`src/rtl/link_pkg.sv`:
```
// Shared definitions for the 5-bit character + parity link.
// Both the transmit block and the receive-side parity checker import this
// package, so they use the same state encoding and parity rule.
package link_pkg;

  localparam int CHAR_W     = 5;
  localparam int FRAME_BITS = 8;

  // Serial frame phases: start, five data bits, parity, stop.
  typedef enum logic [2:0] {
    IDLE   = 3'd0,
    START  = 3'd1,
    DATA   = 3'd2,
    PARITY = 3'd3,
    STOP   = 3'd4
  } link_state_e;

  // Even parity over the character, inverted when the link runs odd parity.
  function automatic logic parity5(input logic [CHAR_W-1:0] char_val, input logic odd);
    return (^char_val) ^ odd;
  endfunction

endpackage

```
`src/rtl/char_parity_tx_bit_timer.sv`:
```
// Bit-period timer for the serial link.
// Counts CLKS_PER_BIT clocks per bit while a frame is running. bit_end marks
// the last clock of a bit; bit_pre_end marks the clock before it.
module bit_timer #(
  parameter int CLKS_PER_BIT = 4,
  localparam int CNT_W = $clog2(CLKS_PER_BIT + 1)
) (
  input  logic clk,
  input  logic rst_n,
  input  logic run,
  input  logic restart,
  output logic bit_end,
  output logic bit_pre_end
);

  localparam logic [CNT_W-1:0] LAST_CNT = CNT_W'(CLKS_PER_BIT - 1);
  localparam logic [CNT_W-1:0] PRE_CNT  = CNT_W'((CLKS_PER_BIT > 1) ? (CLKS_PER_BIT - 2) : 0);
  localparam bit               HAS_PRE  = (CLKS_PER_BIT > 1);

  logic [CNT_W-1:0] cnt_q;
  logic [CNT_W-1:0] cnt_d;

  // Next count: cleared on frame start or when idle, wraps at the end of each bit.
  always_comb begin
    cnt_d = cnt_q;
    if (restart || !run) begin
      cnt_d = '0;
    end else if (cnt_q == LAST_CNT) begin
      cnt_d = '0;
    end else begin
      cnt_d = cnt_q + 1'b1;
    end
  end

  // Clock counter register.
  always_ff @(posedge clk or negedge rst_n) begin
    if (!rst_n) begin
      cnt_q <= '0;
    end else begin
      cnt_q <= cnt_d;
    end
  end

  assign bit_end     = run && (cnt_q == LAST_CNT);
  assign bit_pre_end = run && HAS_PRE && (cnt_q == PRE_CNT);

endmodule

```
`src/rtl/char_parity_tx.sv`:
```
// Transmit end of the 5-bit character + parity link.
// Accepts a character on a valid/ready handshake, holds it with its parity bit
// as a registered parallel pair, and serialises the frame
// start, D0..D4 (LSB first), parity, stop on tx_serial.
module char_parity_tx
  import link_pkg::*;
#(
  parameter int CLKS_PER_BIT = 4,
  parameter bit PARITY_ODD   = 1'b0
) (
  input  logic              clk,
  input  logic              rst_n,
  input  logic [CHAR_W-1:0] char_in,
  input  logic              char_valid,
  input  logic              inject_err,
  output logic              char_ready,
  output logic [CHAR_W-1:0] e_out,
  output logic              p_out,
  output logic              tx_serial,
  output logic              busy,
  output logic              frame_done
);

  localparam bit SINGLE_CLK = (CLKS_PER_BIT == 1);

  link_state_e       state_q, state_d;
  logic [CHAR_W-1:0] shift_q, shift_d;
  logic [2:0]        bit_idx_q, bit_idx_d;
  logic [CHAR_W-1:0] e_q, e_d;
  logic              p_q, p_d;
  logic              tx_q, tx_d;
  logic              busy_q, busy_d;
  logic              ready_q, ready_d;
  logic              done_q, done_d;

  logic accept;
  logic bit_end;
  logic bit_pre_end;

  assign accept = char_valid && ready_q;

  bit_timer #(
    .CLKS_PER_BIT(CLKS_PER_BIT)
  ) u_bit_timer (
    .clk        (clk),
    .rst_n      (rst_n),
    .run        (state_q != IDLE),
    .restart    (accept),
    .bit_end    (bit_end),
    .bit_pre_end(bit_pre_end)
  );

  // Frame sequencing: next state, shift register, line level and status flags.
  always_comb begin
    state_d   = state_q;
    shift_d   = shift_q;
    bit_idx_d = bit_idx_q;
    e_d       = e_q;
    p_d       = p_q;
    tx_d      = tx_q;
    done_d    = 1'b0;

    case (state_q)
      IDLE: begin
        tx_d = 1'b1;
        if (accept) begin
          e_d       = char_in;
          p_d       = parity5(char_in, PARITY_ODD) ^ inject_err;
          shift_d   = char_in;
          bit_idx_d = 3'd0;
          state_d   = START;
          tx_d      = 1'b0;
        end
      end
      START: begin
        if (bit_end) begin
          state_d   = DATA;
          bit_idx_d = 3'd0;
          tx_d      = shift_q[0];
        end
      end
      DATA: begin
        if (bit_end) begin
          if (bit_idx_q == 3'd4) begin
            state_d = PARITY;
            tx_d    = p_q;
          end else begin
            bit_idx_d = bit_idx_q + 3'd1;
            shift_d   = {1'b0, shift_q[CHAR_W-1:1]};
            tx_d      = shift_q[1];
          end
        end
      end
      PARITY: begin
        if (bit_end) begin
          state_d = STOP;
          tx_d    = 1'b1;
          done_d  = SINGLE_CLK;
        end
      end
      STOP: begin
        if (!SINGLE_CLK && bit_pre_end) begin
          done_d = 1'b1;
        end
        if (bit_end) begin
          state_d = IDLE;
          tx_d    = 1'b1;
        end
      end
      default: begin
        state_d = IDLE;
        tx_d    = 1'b1;
      end
    endcase

    busy_d  = (state_d != IDLE);
    ready_d = (state_d == IDLE);
  end

  // State and registered outputs; reset abandons any frame in progress.
  always_ff @(posedge clk or negedge rst_n) begin
    if (!rst_n) begin
      state_q   <= IDLE;
      shift_q   <= '0;
      bit_idx_q <= 3'd0;
      e_q       <= '0;
      p_q       <= PARITY_ODD;
      tx_q      <= 1'b1;
      busy_q    <= 1'b0;
      ready_q   <= 1'b1;
      done_q    <= 1'b0;
    end else begin
      state_q   <= state_d;
      shift_q   <= shift_d;
      bit_idx_q <= bit_idx_d;
      e_q       <= e_d;
      p_q       <= p_d;
      tx_q      <= tx_d;
      busy_q    <= busy_d;
      ready_q   <= ready_d;
      done_q    <= done_d;
    end
  end

  assign char_ready = ready_q;
  assign e_out      = e_q;
  assign p_out      = p_q;
  assign tx_serial  = tx_q;
  assign busy       = busy_q;
  assign frame_done = done_q;

endmodule

```
`config.mk`:
```
export PLATFORM = sky130hd
export DESIGN_NAME = char_parity_tx
export DESIGN_NICKNAME = d
export VERILOG_FILES = /design/src/rtl/link_pkg.sv /design/src/rtl/char_parity_tx_bit_timer.sv /design/src/rtl/char_parity_tx.sv
export SDC_FILE = /design/constraint.sdc
export NUM_CORES = 1
export LEC_CHECK = 0
export ABC_AREA = 1
export BUFFER_PORTS_ARGS = -buffer_cell sky130_fd_sc_hd__buf_4
export CORE_MARGIN = 4
export CORE_UTILIZATION = 34
export CTS_BUF_LIST = sky130_fd_sc_hd__clkbuf_8
export CTS_CLUSTER_SIZE = 14
export DETAILED_ROUTE_END_ITERATION = 8
export SLEW_MARGIN = 20
export SYNTH_ARGS = -nofsm -noshare
export SYNTH_HDL_FRONTEND = slang
export SYNTH_SLANG_ARGS = --single-unit
```
`constraint.sdc`:
```
create_clock -name clk -period 3.65 [get_ports clk]
set_clock_uncertainty 0.15 [all_clocks]
set_input_delay 0.1825 -clock clk [delete_from_list [all_inputs] [get_ports clk]]
set_output_delay 0.1825 -clock clk [all_outputs]
set_load 0.01 [all_outputs]
```
## Word level (Yosys, flattened, before mapping)

Index checks and enable logic that the tools add are counted.

| cells by class | value |
|---|---|
| reductions and logical operators | 17 |
| mux-type cells | 26 |
| $add $sub $neg | 2 |
| bitwise gates (word level) | 1 |
| equality and inequality tests | 12 |

Operator list:

| kind | count |
|---|---|
| 3-bit two-way mux | 12 |
| 5-bit two-way mux | 3 |
| 3-bit case mux with 5 select lines | 1 |
| 3-bit by 2-bit == test with 1-bit output (second input constant) | 4 |
| 5-bit case mux with 2 select lines | 1 |
| 3-bit case mux with 3 select lines | 1 |
| 3-bit nonzero test | 3 |
| 1-bit two-way mux | 7 |
| 3-bit by 1-bit adder with 3-bit output (second input constant) | 2 |
| 3-bit == test (second input constant) | 2 |
| 3-bit logical NOT | 2 |
| 2-bit != test (second input constant) | 3 |
| 5-bit AND reduction | 1 |
| 5-bit XOR reduction | 1 |
| 2-bit by 1-bit != test with 1-bit output (second input constant) | 2 |
| 1-bit case mux with 4 select lines | 1 |
| 4-bit AND reduction | 1 |
| 3-bit by 1-bit == test with 1-bit output (second input constant) | 1 |
| 1-bit logical AND | 3 |
| 3-bit AND reduction | 1 |
| 2-bit AND reduction | 1 |
| 2-bit nonzero test | 1 |
| 2-bit OR reduction | 1 |
| 1-bit logical NOT | 1 |
| 2 further kinds | 2 |

| storage, ports and cells | value |
|---|---|
| output and inout bits | 10 |
| input bits | 9 |
| register bits after elaboration | 24 |

## Depth between registers and ports, before layout

Gate-level depths: netlist of the first run.

| depth | value |
|---|---|
| depth in word-level cells | 5 |
| gate-level depth with buffers | 9 |
| gate-level depth less buffers | 9 |

## Cells and area by module

From an unflattened synthesis of the first run, not the netlist that was laid out.

| second synthesis, totals | value |
|---|---|
| cell total of the unflattened synthesis | 179 |
| area, all modules | 1,370.1 µm² |

Modules (own cells, without submodules):

| module | cells each | area an instance (µm²) | instances |
|---|---|---|---|
| char_parity_tx | 161 | 1,209.9 | 1 |
| bit_timer | 18 | 160.2 | 1 |

## Worst setup path before layout of the first run

OpenSTA, ideal clock, no wires.

| timing path | value |
|---|---|
| path type | reg-to-reg |
| start point | register bit_idx_q[0] |
| end point | register shift_q[1] |
| path slack | 2.257 ns |
| required time | 3.383 ns |
| arrival time | 1.126 ns |
| library setup time | 0.117 ns |
| stages on the path, launching flop included | 9 |
| cell sequence | dfrtp_1 -> inv_1 -> ha_1 -> nand2_1 -> inv_1 -> o21ai_4 -> nand2_4 -> nand2_1 -> nand2_1 |

| between the ends | value |
|---|---|
| word-level cells in the longest chain between the ends | 3 |

RTL lines:

| what | line | RTL |
|---|---|---|
| start: declaration | char_parity_tx.sv:28 | `logic [2:0] bit_idx_q, bit_idx_d;` |
| start signal: assignment | char_parity_tx.sv:135 | `bit_idx_q <= bit_idx_d;` |
| 3-bit == test | char_parity_tx.sv:84 | `if (bit_idx_q == 3'd4) begin` |
| 2-bit != test (no line) | n/a |  |
| 4-bit AND reduction (no line) | n/a |  |
| end signal: assignment | char_parity_tx.sv:134 | `shift_q <= shift_d;` |
| end: declaration | char_parity_tx.sv:27 | `logic [CHAR_W-1:0] shift_q, shift_d;` |

Every way passes these cells.
A chain may end at the register's enable or synchronous reset.

## Final worst setup path of the first run

| timing path | value |
|---|---|
| start point | register state_q[2] |
| end point | register busy_q, in the netlist busy |

| between the ends | value |
|---|---|
| word-level cells in the longest chain between the ends | 5 |

RTL lines:

| what | line | RTL |
|---|---|---|
| start: declaration | char_parity_tx.sv:26 | `link_state_e state_q, state_d;` |
| start signal: assignment | char_parity_tx.sv:133 | `state_q <= state_d;` |
| 3-bit nonzero test | char_parity_tx.sv:47 | `.run (state_q != IDLE),` |
| 1-bit logical AND | char_parity_tx_bit_timer.sv:44 | `assign bit_end = run && (cnt_q == LAST_CNT);` |
| 3-bit two-way mux, on equally long branches | n/a |  |
| 3-bit case mux with 5 select lines (*) | char_parity_tx.sv:63 | `case (state_q)` |
| 3-bit nonzero test (*) | char_parity_tx.sv:116 | `busy_d = (state_d != IDLE);` |
| net busy_d | char_parity_tx.sv:32 | `logic busy_q, busy_d;` |
| end signal: assignment | char_parity_tx.sv:139 | `busy_q <= busy_d;` |
| end: declaration | char_parity_tx.sv:32 |  |

The timed path passes the listed nets; every way through them passes the cells marked *.

==> results.json, run 1 <==
{
  "status": "completed",
  "period_minus_slack_ps": 1620,
  "globalplace.congestion": 0.8773,
  "netlist-cell-type-count": 27,
  "cp_max_fo": 12,
  "io_buffer_count": 18,
  "drt_pass1_iterations": 4,
  "ys_seq_elements": 24,
  "max_freq_mhz": 617.1,
  "placed_area_um2": 1577,
  "tritoncts": "yes",
  "wl_met3_um": 101,
  "grt_pass1_wl_um": 4995,
  "worst_hold_path_type": "in2reg",
  "grt_max_degree": 25,
  "fin_area_um2": 1658,
  "grt.total_usage_pct": 12.10,
  "clkTransAtPathRegs_ps": 90,
  "regArea_um2": 603.1,
  "setup_viol": 0,
  "powerDensity_nw_per_um2": 805.9,
  "htreeDepth": 1,
  "rows": 23,
  "place_hpwl_um": 2120,
  "nets": 215,
  "core_area_um2": 4000,
  "met1Wirelength_um": 1431,
  "critical_path_class": "reg2reg",
  "hold_viol_final": 0,
  "antennaDiodeCount": 0,
  "clockBufferDepth": 2,
  "slew_viol_final": 0,
  "peakVddDrop_mv": 0.2259,
  "overflow": 0,
  "syn_area_per_cell_um2": 7.764,
  "post_cts.repair.setup_buffers": 0,
  "clk-insertion-delay-late_ps": 270,
  "synth-simple-area-share_pct": 36.79,
  "synth_top_family_by_area": "simple AND/OR/NAND/NOR gates",
  "final_cell_mix": "nand2_1 (64), dfrtp_1 (22), inv_1 (19), buf_4 (18), nand3_1 (17)",
  "max-slew-margin-rel_pct": 73.64,
  "required_ps": 3670,
  "wirelength_um": 2806,
  "tns_ps": 0,
  "fill_cells": 422,
  "viasPerCell": 4.494,
  "seq_area_frac_synth_pct": 43.15,
  "die_y_um": 72.12,
  "min_period_over_period_pct": 44.39,
  "multi_input_area_um2": 681.9,
  "hold_buffers": 1,
  "yosys.area_share.adder_pct": 3.581,
  "path_cells": "inv_2 -> nand2_4 -> nor2_4 -> inv_2 -> nand2_1 -> nor2_1 -> nand2_1",
  "remaining_drc_errors": 0,
  "layout_commonest_cell": "nand2_1",
  "cp-end-kind": "flop",
  "die_area_um2": 5201,
  "num_io_pins": 19,
  "clock-root-buffer": "clkbuf_8",
  "area_growth_syn_to_layout_pct": 18.62,
  "vias": 1128,
  "yosys_warnings": 0,
  "wl_met2_um": 1243,
  "arrival_ps": 1640,
  "tightest_slew_ps": 395.3,
  "syn-cell-area_um2": 1398,
  "synth.net_count": 193,
  "postSynthCellCount": 180,
  "cpMaxStageDelayCell": "dfrtp_1",
  "dr.first_iter.drc_count": 81,
  "antenna_found_initial": 0,
  "startpoint_type": "flop",
  "grt_pass1_vias": 1122,
  "slowest_delay_ps": 590,
  "synthXorXnorAreaFrac_pct": 0.6267,
  "antenna_left": 0,
  "post_cts_resized": 0,
  "muxShareOfSynthArea_pct": 0,
  "wire_per_inst_um": 11.18,
  "rsz0062_at_grt": "no",
  "cts.sinks": 24,
  "maxCapViolations": 0,
  "die_x_um": 72.12,
  "power.leakage_nw": 0.9127,
  "layout-drive-gt1-share_pct": 24.38,
  "initial_core_util_pct": 34.94,
  "post-route-util_pct": 41.45,
  "synth_compound_area_share_pct": 7.789,
  "highest_layer": "met4",
  "cts-buffers-inserted": 3
}
[cell usage after synthesis, drive strengths merged]
cell    instances  area [um^2]
nand2          71        294.0
inv            24        90.09
dfrtp          22        550.5
nand3          18        95.09
o21ai          14        96.34
nor2           12        67.57
ha              4        50.05
nor3            4        31.28
buf             2        18.77
dfstp           2        52.55
nand4           2        18.77
a21oi           1        5.000
clkinv          1        3.750
nand3b          1        7.510
o21bai          1        7.510
xnor2           1        8.760
[metal layers]
layer / vias up / global-route usage, %
met3: 4 / 2.078
met1: 498 / 16.43
li1: 610 / -
met4: 0 / 3.758
met5: - / 0
met2: 16 / 19.62
[power by group]
group | switching (mW) | internal (mW)
logic | 0.395 | 0.246
registers | 0.0798 | 0.377
clock network | 0.0915 | 0.147
total | 0.567 | 0.770
[sequential cells by signal, indices dropped and copies added, names as in the netlist]
signal and count:
p_out 1, e_out 5, tx_serial 1, frame_done 1, char_ready 1, state_q 3
u_bit_timer.cnt_q 3, busy 1, shift_q 5, bit_idx_q 3
[kinds of logic after synthesis]
logic type	count (synthesis)
compound gates	16
xor+xnor	1
fa+ha+maj	4
buf+inv	27
flops	24
simple gates	108
[critical path: cells and delay by family, from the launching register on]
family,cells,cell delay (ps)
flops,1,590
simple gates,5,420
buf+inv,2,360
[per-stage QoR]
step	setup slack [ps]	power, mW	hold slack, ps	instances
floorplan	2257	0.9267	-263.1	180
global placement	2052	1.105	-48.49	246
detailed placement	2055	1.109	-40.56	246
CTS	2040	1.352	27.36	251
global route	1848	1.459	48.97	251
finish	2030	1.336	28.36	251
[cell type report]
class | count | share of cell area, %
Multi-Input combinational cell | 129 | 41.13
Sequential cell | 24 | 36.38
Timing Repair Buffer | 19 | 8.755
Inverter | 25 | 5.660
Tap cell | 50 | 3.774
Clock buffer | 3 | 2.491
Clock inverter | 1 | 1.811
[final timing paths]
kind                                 start              endpoint  slack, ps  cells after the start
worst max register to register  state_q[2]                  busy       2030                      7
max in group asynchronous            rst_n             tx_serial       2870                      2
min in group asynchronous            rst_n  u_bit_timer.cnt_q[1]        190                      2
worst min-delay path            char_in[4]              e_out[4]         30                      3
worst max-delay path            state_q[2]                  busy       2030                      7
worst min register to register   tx_serial             tx_serial        320                      2
Power figures use the tool's default switching activity.
==> run 2, diff against run 1 <==
- clock period: 3.65 -> 1.35 ns (I/O delays scaled with it)
==> results.json, run 2 (synthesized netlist as in run 1, its figures left out) <==
{
  "antenna_left": 0,
  "antennaDiodeCount": 0,
  "final_cell_mix": "nand2_1 (52), buf_4 (39), dfrtp_1 (19), inv_1 (16), nand3_1 (12)",
  "nets": 250,
  "status": "complete, but fails checks",
  "period_minus_slack_ps": 1437,
  "setup_viol": 19,
  "grt_pass1_vias": 1296,
  "tritoncts": "yes",
  "wire_per_inst_um": 11.62,
  "tns_ps": -1169,
  "layout-drive-gt1-share_pct": 46.61,
  "critical_path_class": "reg2reg",
  "grt_max_degree": 25,
  "htreeDepth": 1,
  "cpMostUsedCell": "inv_4",
  "arrival_ps": 1450,
  "slowest_delay_ps": 510,
  "dr.first_iter.drc_count": 56,
  "startpoint_type": "flop",
  "tightest_slew_ps": 317.7,
  "die_y_um": 72.12,
  "io_buffer_count": 18,
  "rsz0062_at_grt": "yes",
  "setup_slack_ps": -87.44,
  "max_freq_mhz": 695.7,
  "maxCapViolations": 0,
  "area_growth_syn_to_layout_pct": 51.75,
  "cpLargestDelayFamily": "flip-flops",
  "hold_viol_final": 0,
  "grt.total_usage_pct": 13.61,
  "max-slew-margin-rel_pct": 78.82,
  "num_io_pins": 19,
  "path_cells": "inv_4 -> nand2_4 -> nor2_4 -> inv_4 -> buf_6 -> nand2_2 -> nor2_2 -> nand2_1",
  "power.leakage_nw": 1.107,
  "die_area_um2": 5201,
  "vias": 1312,
  "antenna_found_initial": 0,
  "holdWs_ps": 78.57,
  "core_area_um2": 4000,
  "cpMaxStageDelayCell": "dfrtp_2",
  "stdcell_count": 286,
  "peakVddDrop_mv": 0.9466,
  "die_x_um": 72.12,
  "powerDensity_nw_per_um2": 2093,
  "clk-insertion-delay-late_ps": 270,
  "post-route-util_pct": 53.02,
  "worst_hold_path_type": "in2async",
  "clock-root-buffer": "clkbuf_8",
  "cp-end-kind": "flop",
  "overflow": 0,
  "violations": "negative setup slack",
  "remaining_drc_errors": 0,
  "initial_core_util_pct": 34.94,
  "cts.sinks": 24,
  "dpl.cell_count": 267,
  "wirelength_um": 3324,
  "required_ps": 1370,
  "clockBufferDepth": 2,
  "globalplace.congestion": 0.8853,
  "viasPerCell": 4.587,
  "cts-buffers-inserted": 3,
  "place_hpwl_um": 2293,
  "min_period_over_period_pct": 106.5,
  "finalPower_mw": 4.439,
  "clkTransAtPathRegs_ps": 90,
  "drt_pass1_iterations": 4,
  "critPathBufInv": 3,
  "grt_pass1_wl_um": 5678,
  "layout_commonest_cell": "nand2_1",
  "cp_max_fo": 6,
  "rows": 23,
  "slew_viol_final": 0
}
run 2: changes by cell type in the layout (fill, tap and decap cells not counted), moves of 5 or more:
cell	before	now
nand2_1	64	52
nand2_2	5	11
buf_6	0	7
nand2_4	2	7
dlygate4sd3_1	1	6
buf_4	18	39
nand3_1	17	12
nand3_2	1	6
run 2: final timing paths:
kind | start | to | slack (ps) | cells after the start
min | rst_n | u_bit_timer.cnt_q[2] | 80 | 2
min reg2reg | tx_serial | tx_serial | 320 | 2
max in group asynchronous | rst_n | tx_serial | 680 | 2
max reg2reg | state_q[2] | busy | -90 | 8
max | state_q[2] | busy | -90 | 8
min in group clk | char_valid | u_bit_timer.cnt_q[0] | 100 | 5
run 2: stage by stage:
step,instance area (um^2),worst slack (ps)
after floorplan,1418,-4.137
after CTS,1998,-64.77
after global placement,1779,-153.3
final,2121,-87.44
after global routing,2121,-181.2
after detailed placement,1779,-129.6
run 2: repair_timing:
item | 4_1_cts | 5_1_grt
endpoints found under the hold margin | 30 | 0
gates cloned | 0 | 0
resized for setup | 17 | 28
hold buffers | 6 | 0
pin swaps | 9 | 12
buffers inserted | 7 | 3
setup endpoints to repair | 22 | 23
run 2: cell type report:
class	instances	area [um^2]
repair buffers	54	471.7
inverters	25	101.3
well taps	50	62.56
clock buffers	4	55.05
flip-flops and latches	24	606.8
fillers	373	1879
multi-input cells	129	823.3
run 2: power breakdown:
group / total (mW) / switching (mW) / internal, mW
Combinational: 2.69 / 1.41 / 1.28
Sequential: 1.26 / 0.228 / 1.03
Clock: 0.490 / 0.230 / 0.260
Total: 4.44 / 1.87 / 2.57
run 2: routing by layer:
layer | global-route usage (%) | wire length [um] | up-vias
li1 | - | - | 676
met1 | 16.52 | 1515 | 605
met2 | 24.17 | 1629 | 23
met3 | 3.047 | 115 | 8
met4 | 3.549 | 63 | 0
met5 | 0 | 0 | -
==> run 3, diff against run 2 <==
- SETUP_SLACK_MARGIN: not set -> 0.4
==> results.json, run 3 (synthesized netlist as in run 1, its figures left out) <==
{
  "status": "complete, but fails checks",
  "violations": "negative hold slack, negative setup slack",
  "grt_max_degree": 25,
  "power.leakage_nw": 1.123,
  "initial_core_util_pct": 34.94,
  "slew_viol_final": 0,
  "layout_commonest_cell": "nand2_1",
  "reg2reg_setup_slack_ps": -80,
  "slowest_delay_ps": 460,
  "min_period_over_period_pct": 105.9,
  "hold_end": "e_out[0]",
  "htreeDepth": 1,
  "startpoint": "state_q[0]",
  "max_freq_mhz": 699.6,
  "hold_viol_final": 1,
  "dr.first_iter.drc_count": 55,
  "use_met1_pct": 18.00,
  "die_area_um2": 5201,
  "num_io_pins": 19,
  "drt_pass1_iterations": 4,
  "holdWs_ps": -4.231,
  "grt-busiest-layer": "met2",
  "layout-drive-gt1-share_pct": 50.00,
  "grt_pass1_vias": 1293,
  "setup_viol": 18,
  "antenna_left": 0,
  "grt_pass1_wl_um": 5747,
  "overflow": 0,
  "worst_hold_path_type": "in2reg",
  "period_minus_slack_ps": 1429,
  "wire_per_inst_um": 11.61,
  "cp_max_fo": 5,
  "final_cell_mix": "nand2_1 (51), buf_4 (32), dfrtp_1 (19), buf_6 (15), inv_1 (14)",
  "max-slew-margin-rel_pct": 79.30,
  "met2_usage_pct": 23.46,
  "core_area_um2": 4000,
  "remaining_drc_errors": 0,
  "min_delay_path_depth": 3,
  "tritoncts": "yes",
  "globalplace.congestion": 0.8360,
  "path_cells": "buf_6 -> nor3_4 -> clkbuf_16 -> o21ai_2 -> nand3_1 -> nand2_1",
  "cp-end-kind": "flop",
  "clock-root-buffer": "clkbuf_8",
  "min_from": "char_in[0]",
  "r2r_end": "shift_q[2]",
  "rsz0062_at_grt": "yes",
  "cts.sinks": 24,
  "cts-buffers-inserted": 3,
  "antennaDiodeCount": 0,
  "tightest_slew_ps": 310.5,
  "critical_path_class": "reg2reg",
  "place_hpwl_um": 2307,
  "io_buffer_count": 18,
  "wirelength_um": 3320,
  "die_x_um": 72.12,
  "grt.total_usage_pct": 13.75,
  "startpoint_type": "flop",
  "rows": 23,
  "tns_ps": -977.5,
  "met3_usage_pct": 2.078,
  "peakVddDrop_mv": 0.8510,
  "cpMaxStageDelayCell": "dfrtp_2",
  "r2r-start": "state_q[0]",
  "required_ps": 1370,
  "place_ws_ps": -123.7,
  "reg2reg_depth": 6,
  "clkTransAtPathRegs_ps": 90,
  "antenna_found_initial": 0,
  "nets": 250,
  "powerDensity_nw_per_um2": 2162,
  "vias": 1329,
  "setup_slack_ps": -79.38,
  "fin_area_um2": 2221,
  "viasPerCell": 4.647,
  "arrival_ps": 1450,
  "clk-insertion-delay-late_ps": 270,
  "placed_area_um2": 1782,
  "die_y_um": 72.12,
  "clockBufferDepth": 2,
  "maxCapViolations": 0,
  "area_growth_syn_to_layout_pct": 58.91
}
[run 3: worst max-delay path, delay by kind of cell (launching register included)]
kind	cells	cell delay [ps]
AOI/OAI and AO/OA	1	50
buffers and inverters	2	330
DFF	1	460
and+or+nand+nor	3	350
[run 3: worst max-delay path by stage]
stage                              end  slack [ps]  cells after the start
after floorplan             shift_q[1]          -2                      7
final                       shift_q[2]         -80                      6
after detailed placement    shift_q[0]        -120                      7
after global routing      bit_idx_q[0]        -170                      6
after global placement      shift_q[2]        -120                      7
after CTS                   shift_q[0]         -70                      7
[run 3: stage by stage]
stage                     utilization [%]  hold WS (ps)  total power, mW  std cells
after floorplan                         -        -378.1            2.651        180
after global placement              44.54        -160.3            3.399        262
after detailed placement            44.54        -158.2            3.426        262
after CTS                           50.48        -21.71            4.310        278
after global routing                55.52         5.934            5.216        286
final                               55.52        -4.231            4.802        286
[run 3: layout make-up]
cell class,count,area [um^2]
multi-input cells,129,878.3
well taps,50,62.56
inverters,25,103.9
fillers,362,1779
repair buffers,54,514.2
flip-flops and latches,24,606.8
clock buffers,4,55.05
[run 3: where the power goes]
part,switching (mW),internal [mW]
Sequential,0.237,1.03
Combinational,1.51,1.52
Clock,0.244,0.260
[run 3: routing by layer]
| metal | vias up | part of all wire [%] |
|---|---|---|
| li1 | 683 | - |
| met1 | 626 | 45 |
| met2 | 16 | 52 |
| met3 | 4 | 2.8 |
| met4 | 0 | 0.81 |
| met5 | - | 0 |
[run 3: timing repair]
action                                  in CTS  in global routing
buffers inserted                             8                  7
hold buffers                                 4                  0
pin swaps                                    3                 13
gates cloned                                 0                  1
endpoints found under the hold margin       31                  0
gates resized for setup                     25                 33
endpoints found under the setup margin      34                 34
